[src/rtl/dfh_chain_walker.sv]
// dfh_chain_walker: follows a DFH linked list over a 64-bit MMIO read port
// and streams one record per discovered header.
module dfh_chain_walker #(
    parameter int ADDR_W         = 20,
    parameter int MAX_FEATURES   = 16,
    parameter int TIMEOUT_CYCLES = 1024
) (
    input  logic              clk,
    input  logic              rst_n,
    input  logic              start,
    input  logic [ADDR_W-1:0] base_addr,
    output logic              busy,
    output logic              done,
    output logic              err,
    output logic [1:0]        err_code,
    output logic [7:0]        feat_count,
    output logic              rd_req_valid,
    input  logic              rd_req_ready,
    output logic [ADDR_W-1:0] rd_req_addr,
    input  logic              rd_rsp_valid,
    input  logic [63:0]       rd_rsp_data,
    output logic              rec_valid,
    input  logic              rec_ready,
    output logic [ADDR_W-1:0] rec_addr,
    output logic [63:0]       rec_dfh,
    output logic [7:0]        rec_idx
);
    localparam logic [2:0] S_IDLE = 3'd0;
    localparam logic [2:0] S_REQ  = 3'd1;
    localparam logic [2:0] S_WAIT = 3'd2;
    localparam logic [2:0] S_EMIT = 3'd3;
    localparam logic [2:0] S_FIN  = 3'd4;

    localparam int TW = $clog2(TIMEOUT_CYCLES + 1);
    localparam int SW = ((ADDR_W > 24) ? ADDR_W : 24) + 1;

    logic [2:0]        state;
    logic [ADDR_W-1:0] cur_addr;
    logic [63:0]       hdr;
    logic [7:0]        cnt;
    logic [TW-1:0]     tmo;
    logic [1:0]        code;
    logic              err_q;

    logic [23:0]       nxt_off;
    logic              eol;
    logic [SW-1:0]     sum;
    logic              ovf;
    logic [7:0]        cnt_inc;

    assign nxt_off = hdr[39:16];
    assign eol     = hdr[40];
    assign sum     = SW'(cur_addr) + SW'(nxt_off);
    assign ovf     = |sum[SW-1:ADDR_W];
    assign cnt_inc = cnt + 8'd1;

    // err is raised on the transition into FIN so it is visible with done.
    always_ff @(posedge clk) begin
        if (!rst_n) begin
            state    <= S_IDLE;
            cur_addr <= '0;
            hdr      <= '0;
            cnt      <= '0;
            tmo      <= '0;
            code     <= 2'd0;
            err_q    <= 1'b0;
        end else begin
            unique case (state)
                S_IDLE: begin
                    if (start) begin
                        cur_addr <= {base_addr[ADDR_W-1:3], 3'b000};
                        cnt      <= '0;
                        code     <= 2'd0;
                        err_q    <= 1'b0;
                        state    <= S_REQ;
                    end
                end
                S_REQ: begin
                    if (rd_req_ready) begin
                        tmo   <= '0;
                        state <= S_WAIT;
                    end
                end
                S_WAIT: begin
                    if (rd_rsp_valid) begin
                        hdr   <= rd_rsp_data;
                        state <= S_EMIT;
                    end else if (tmo == TW'(TIMEOUT_CYCLES - 1)) begin
                        code  <= 2'd1;
                        err_q <= 1'b1;
                        state <= S_FIN;
                    end else begin
                        tmo <= tmo + 1'b1;
                    end
                end
                S_EMIT: begin
                    if (rec_ready) begin
                        cnt <= cnt_inc;
                        if (eol || nxt_off == 24'd0) begin
                            state <= S_FIN;
                        end else if (cnt_inc == 8'(MAX_FEATURES)) begin
                            code  <= 2'd2;
                            err_q <= 1'b1;
                            state <= S_FIN;
                        end else if (ovf) begin
                            code  <= 2'd3;
                            err_q <= 1'b1;
                            state <= S_FIN;
                        end else begin
                            cur_addr <= sum[ADDR_W-1:0];
                            state    <= S_REQ;
                        end
                    end
                end
                S_FIN: begin
                    state <= S_IDLE;
                end
                default: begin
                    state <= S_IDLE;
                end
            endcase
        end
    end

    assign busy         = (state == S_REQ) || (state == S_WAIT) ||
                          (state == S_EMIT);
    assign done         = (state == S_FIN);
    assign err          = err_q;
    assign err_code     = code;
    assign feat_count   = cnt;
    assign rd_req_valid = (state == S_REQ);
    assign rd_req_addr  = {cur_addr[ADDR_W-1:3], 3'b000};
    assign rec_valid    = (state == S_EMIT);
    assign rec_addr     = cur_addr;
    assign rec_dfh      = hdr;
    assign rec_idx      = cnt;

endmodule

[config.mk]
export PLATFORM = sky130hd
export DESIGN_NAME = dfh_chain_walker
export DESIGN_NICKNAME = d
export VERILOG_FILES = /design/src/rtl/dfh_chain_walker.sv
export SDC_FILE = /design/constraint.sdc
export NUM_CORES = 1
export LEC_CHECK = 0
export CAP_MARGIN = 20
export CORE_MARGIN = 2
export CORE_UTILIZATION = 49
export CTS_CLUSTER_DIAMETER = 100
export DETAILED_ROUTE_END_ITERATION = 8
export GPL_ROUTABILITY_DRIVEN = 0
export HOLD_SLACK_MARGIN = 0.15
export PLACE_DENSITY_LB_ADDON = 0.15
export SLEW_MARGIN = 30
export SYNTH_ARGS = -nofsm -noshare
export SYNTH_HDL_FRONTEND = slang
export SYNTH_SLANG_ARGS = --single-unit
[constraint.sdc]
create_clock -name clk -period 6.1 [get_ports clk]
set_input_delay 0.915 -clock clk [delete_from_list [all_inputs] [get_ports clk]]
set_output_delay 0.915 -clock clk [all_outputs]
set_load 0.01 [all_outputs]
**Word level (Yosys, flattened, before mapping)**

Cells that the tools add are included.

- Flip-flop bits (word level): 109
- Logic and storage cells: 80
- Input bits: 90

- Eq/ne operators: 17
- Multiplexer cells: 38
- Add/subtract/negate cells: 3
- Reductions and logical operators: 15

Operators by type and width:

| kind | number |
|---|---|
| $mux W20 | 5 |
| $pmux W20 S2 | 1 |
| $mux W11 | 3 |
| $add A20 B24 Y25 | 1 |
| $logic_not A24 Y1 | 1 |
| $mux W3 | 8 |
| $pmux W11 S2 | 1 |
| $mux W8 | 2 |
| $pmux W8 S2 | 1 |
| $mux W2 | 7 |
| $ne A2 B2 Y1 const B | 7 |
| $pmux W3 S4 | 1 |
| $add A11 B1 Y11 const B | 1 |
| $eq A11 B10 Y1 const B | 1 |
| $add A8 B1 Y8 const B | 1 |
| $eq A8 B5 Y1 const B | 1 |
| $reduce_and A4 Y1 | 2 |
| $mux W1 | 7 |
| $reduce_and A7 Y1 | 1 |
| $eq A3 B2 Y1 const B | 2 |
| $pmux W2 S3 | 1 |
| $reduce_and A6 Y1 | 1 |
| $reduce_or A5 Y1 | 1 |
| $ne A2 B1 Y1 const B | 2 |
| 11 further kinds | 14 |

**Logic depth before layout (Yosys ltp)**

- Depth after elaboration: 7
- Depth in mapped cells: 13
- Gate-level depth less buffers: 11

**Worst setup path before layout**

OpenSTA, ideal clock, no wires.

- Kind: register -> register
- Start: register hdr[16], in the netlist rec_dfh[16]
- End: register cur_addr[12], in the netlist rec_addr[12]
- Required time: 5.967 ns
- Buffers on the path: 2
- Stages on the path, launching flop included: 14
- Slack: 3.323 ns
- Arrival time: 2.644 ns
- Cells stage by stage: dfxtp_1 -> ha_1 -> inv_1 -> fa_1 -> nor2b_1 -> o2111ai_1 -> a21boi_0 -> o21ai_1 -> o211ai_1 -> mux2i_2 -> a21o_1 -> buf_4 -> buf_12 -> a311oi_2

- Word-level cells in the longest chain between the ends: 6
- Elaborated cells on any way between the ends: 12
- Those cells by class: add/sub (1); eq/ne (2); mux (5); reduce/logical (4)

RTL lines:

| what | line | RTL |
|---|---|---|
| start, declared | 39 | `logic [63:0] hdr;` |
| start signal, assigned | 86 | `hdr <= rd_rsp_data;` |
| $add A20 B24 Y25 | 53 | `assign sum = SW'(cur_addr) + SW'(nxt_off);` |
| $mux W20 | 105 | `end else if (ovf) begin` |
| $mux W20 | 101 | `end else if (cnt_inc == 8'(MAX_FEATURES)) begin` |
| $mux W20 | 99 | `if (eol \|\| nxt_off == 24'd0) begin` |
| $mux W20 | 97 | `if (rec_ready) begin` |
| $pmux W20 S2 | 68 | `unique case (state)` |
| end signal, assigned | 71 | `cur_addr <= {base_addr[ADDR_W-1:3], 3'b000};` |
| end signal, assigned | 110 | `cur_addr <= sum[ADDR_W-1:0];` |
| end, declared | 38 | `logic [ADDR_W-1:0] cur_addr;` |

Several ways; a longest one is shown, not always the timed one. The select of a mux whose other input is x is not followed.
A chain may end at the register's enable or synchronous reset.

**Worst setup path in the final report**

- Start: register hdr[25], in the netlist rec_dfh[25]
- End: register cur_addr[11], in the netlist rec_addr[11]

Same word-level chain as after synthesis.

==> summary.md <==
| Metric | Value |
|---|---|
| Setup Crit Path Kind | flip-flop to flip-flop |
| Skew-Pair Late Insertion Delay | 0.36 ns |
| Drt total wl | 18.22 mm |
| Peak VDD IR | 0.1782 mV |
| Syn Area/Cell | 7.848 µm² |
| CP required | 6.28 ns |
| Type of the most critical hold path | flip-flop to flip-flop |
| Post-synth EDFFs | 0 |
| Max-slew violations | 0 |
| TritonCTS clock tree | built |
| Power Total | around 2.7 mW |
| Top FF cell, synth | dfxtp_1 |
| Rows | 40 |
| FILL cells | a little over 1,000 |
| Mapped Area | 0.005972 mm² |
| Clock root buffer | clkbuf_16 |
| PwrDens | 326.1 mW/mm² |
| Inserted Diodes | 0 |
| Die Y | 114.4 µm |
| P_leak | 2.878 nW |
| Tcrit/Tclk final | 64.66% |
| Drt pass-1 iters | 4 |
| Share of the synthesized area in the top cell type | between 30% and 40% |
| Status | complete, no violations |
| Vias in the first global route | around 6,000 |
| WL/cell | roughly 17 µm |
| GRT overflow | 0 |
| Hold Buf Count CTS | 0 |
| Met2 routed WL | roughly 9 mm |
| RSZ-0062 raised after global routing | false |
| Buffers inserted by post-CTS timing repair | 0 |
| Setup_tns | 0 ns |
| Register area share after synthesis | 36.54% |
| Area contributors post-synth | dfxtp_1 (37%), nand2_1 (10%), a21oi_1 (8.5%) |
| Initial Utilization | 49.93% |
| Final Hold Vio Count | 0 |
| Post-route ant nets | 0 |
| Clock Skews | 0.007976 ns |
| MaxCap Viol Count | 0 |
| Clock Pin Slew Worst Setup and Hold Paths | 0.08 ns |
| Vias/cell | 5.729 |
| Metal3 WL | 1.301 mm |
| Placed instance area | 0.007863 mm² |
| CP Data Arrival Time | roughly 4.1 ns |
| Syn Inst Count | about 760 |
| Num CTS Buffers | 9 |
| CTS Buffer Depth | 2 |
| Via count | between 6,000 and 7,000 |
| Final Util | 68.33% |
| Period minus WS final | 3.944 ns |
| I/O Buffers | 210 |
| Remaining DRCs | 0 |
| Endpoint class of the critical path | flip-flop |
| Cell with the most instances after synthesis | nand2_1 |
| #FFs+latches synth | 109 |
| Wire length on met1 | 7.198 mm |
| All-Layer GR Usage | around 27% |
| Worst Tran Pin Value | approximately 0.87 ns |
| Area leader, netlist | dfxtp_1 |
| Crit-path max FO | 19 |
| Worst path slowest cell | a21o_1 |
| Fin nets | 1,030 |
| Slew HR | 41.92% |
| H-tree levels | 3 |
| Initial drt markers | 315 |
| Top sig layer | met4 |
| Async set-reset flop share out of synthesis | 0% |
| Layout cell share with drive strength beyond 1 | roughly 5.9% |
| Post-CTS Resized | 0 |
| Worst Setup Start Kind | flip-flop |
| Largest net degree at the start of global routing | 65 |
| Die Area | 0.01309 mm² |
| Initial antenna violation count | 0 |
| Half-perimeter wire length after placement | 13.08 mm |
| Die width | 114.4 µm |
| Top cells by count, synth | nand2_1 (166), dfxtp_1 (109), a21oi_1 (102) |
| # IOs | 217 |
| Sink Count | 109 |
| Design Area, Final | 0.008173 mm² |
| Area growth, synth to finish | 36.85% |
| Synth cell types | 68 |
| Maximum clock frequency | between 0.2 and 0.3 GHz |
| Setup violators final | 0 |
| Yosys warning total | 0 |
| First-pass GRT wire length | 28.97 mm |
| Dpl ws | 1.994 ns |
| PnR worst setup slack | 2.156 ns |
| Worst path cell trace | ha_1 -> and4_1 -> nand4_1 -> a211oi_2 -> nor4bb_2 -> o21a_2 -> nor3_4 -> a21o_1 -> a311oi_1 |
| Area of the core | 0.01196 mm² |
| Crit-path max cell delay | 0.76 ns |
sequential cells by signal, summed over array words and instances, names as in the netlist:
name and count:
err 1, err_code 2, feat_count 8, rec_addr 20, rec_dfh 64, state 3, tmo 11
report_power, final:
group          total (mW)  internal (mW)  switching, mW
clock network       0.622          0.336          0.285
registers           0.937          0.813          0.124
logic                1.11          0.520          0.587
total                2.67           1.67          0.996
cell type report:
| type | instances | area (µm²) | area share, % |
|---|---|---|---|
| well taps | 147 | 183.9 | 2.250 |
| clock inverters | 5 | 67.56 | 0.8267 |
| clock buffers | 11 | 242.7 | 2.970 |
| repair buffers | 215 | 2140 | 26.18 |
| flip-flops and latches | 109 | 2182 | 26.70 |
| multi-input cells | 563 | 3286 | 40.20 |
| inverters | 19 | 71.32 | 0.8726 |
logic make-up (layout without fill, tap and decap cells):
logic type	count (synthesis)	in the layout	synth area share (%)
xor+xnor	18	18	2.640
flops	109	109	36.54
other cells	1	3	0.06279
buf+inv	91	250	8.779
fa+ha+maj	23	23	4.944
simple gates	301	301	22.92
mux	4	4	0.7333
compound gates	214	214	23.38
metal layers:
layer | vias up | global-route usage (%)
li1 | 2954 | -
met1 | 2869 | 32.20
met2 | 254 | 47.69
met3 | 47 | 6.829
met4 | 0 | 10.98
met5 | - | 0
worst paths after layout:
path	startpoint	end	slack, ns	depth (start not counted)
setup / recovery	rec_dfh[25]$_SDFFE_PN0P_	rec_addr[11]$_SDFFE_PN0P_	2.16	9
setup reg to reg	rec_dfh[25]$_SDFFE_PN0P_	rec_addr[11]$_SDFFE_PN0P_	2.16	9
hold reg to reg	rec_dfh[49]$_SDFFE_PN0P_	rec_dfh[49]$_SDFFE_PN0P_	0.45	2
hold / removal	rec_dfh[49]$_SDFFE_PN0P_	rec_dfh[49]$_SDFFE_PN0P_	0.45	2
placed cells by master, fill, tap and decap left out, types with 11 or more instances in the layout:
cell type and n:
xnor2_1 11, a211oi_1 19, a211oi_2 11, nor3_1 14, nor2_1 44, inv_1 18
nand2_1 166, nand3_1 17, dfxtp_1 109, clkdlybuf4s50_1 210, ha_1 22, a21oi_1 102
o21ai_0 23
metrics by stage:
step / instances / hold slack (ns)
3_5_place_dp: 1053 / 0.4455
3_3_place_gp: 1053 / 0.4409
2_1_floorplan: 763 / 0.4540
5_1_grt: 1069 / 0.4733
6_report: 1069 / 0.4546
4_1_cts: 1069 / 0.4561
worst max-delay path: cells and delay by family, from the launching register on:
kind	cells	cell delay, ns
AOI/OAI and AO/OA	4	1.62
DFF	1	0.37
and+or+nand+nor	4	1.27
adders and majority gates	1	0.49
No activity file was read; power rests on OpenSTA's default activity.
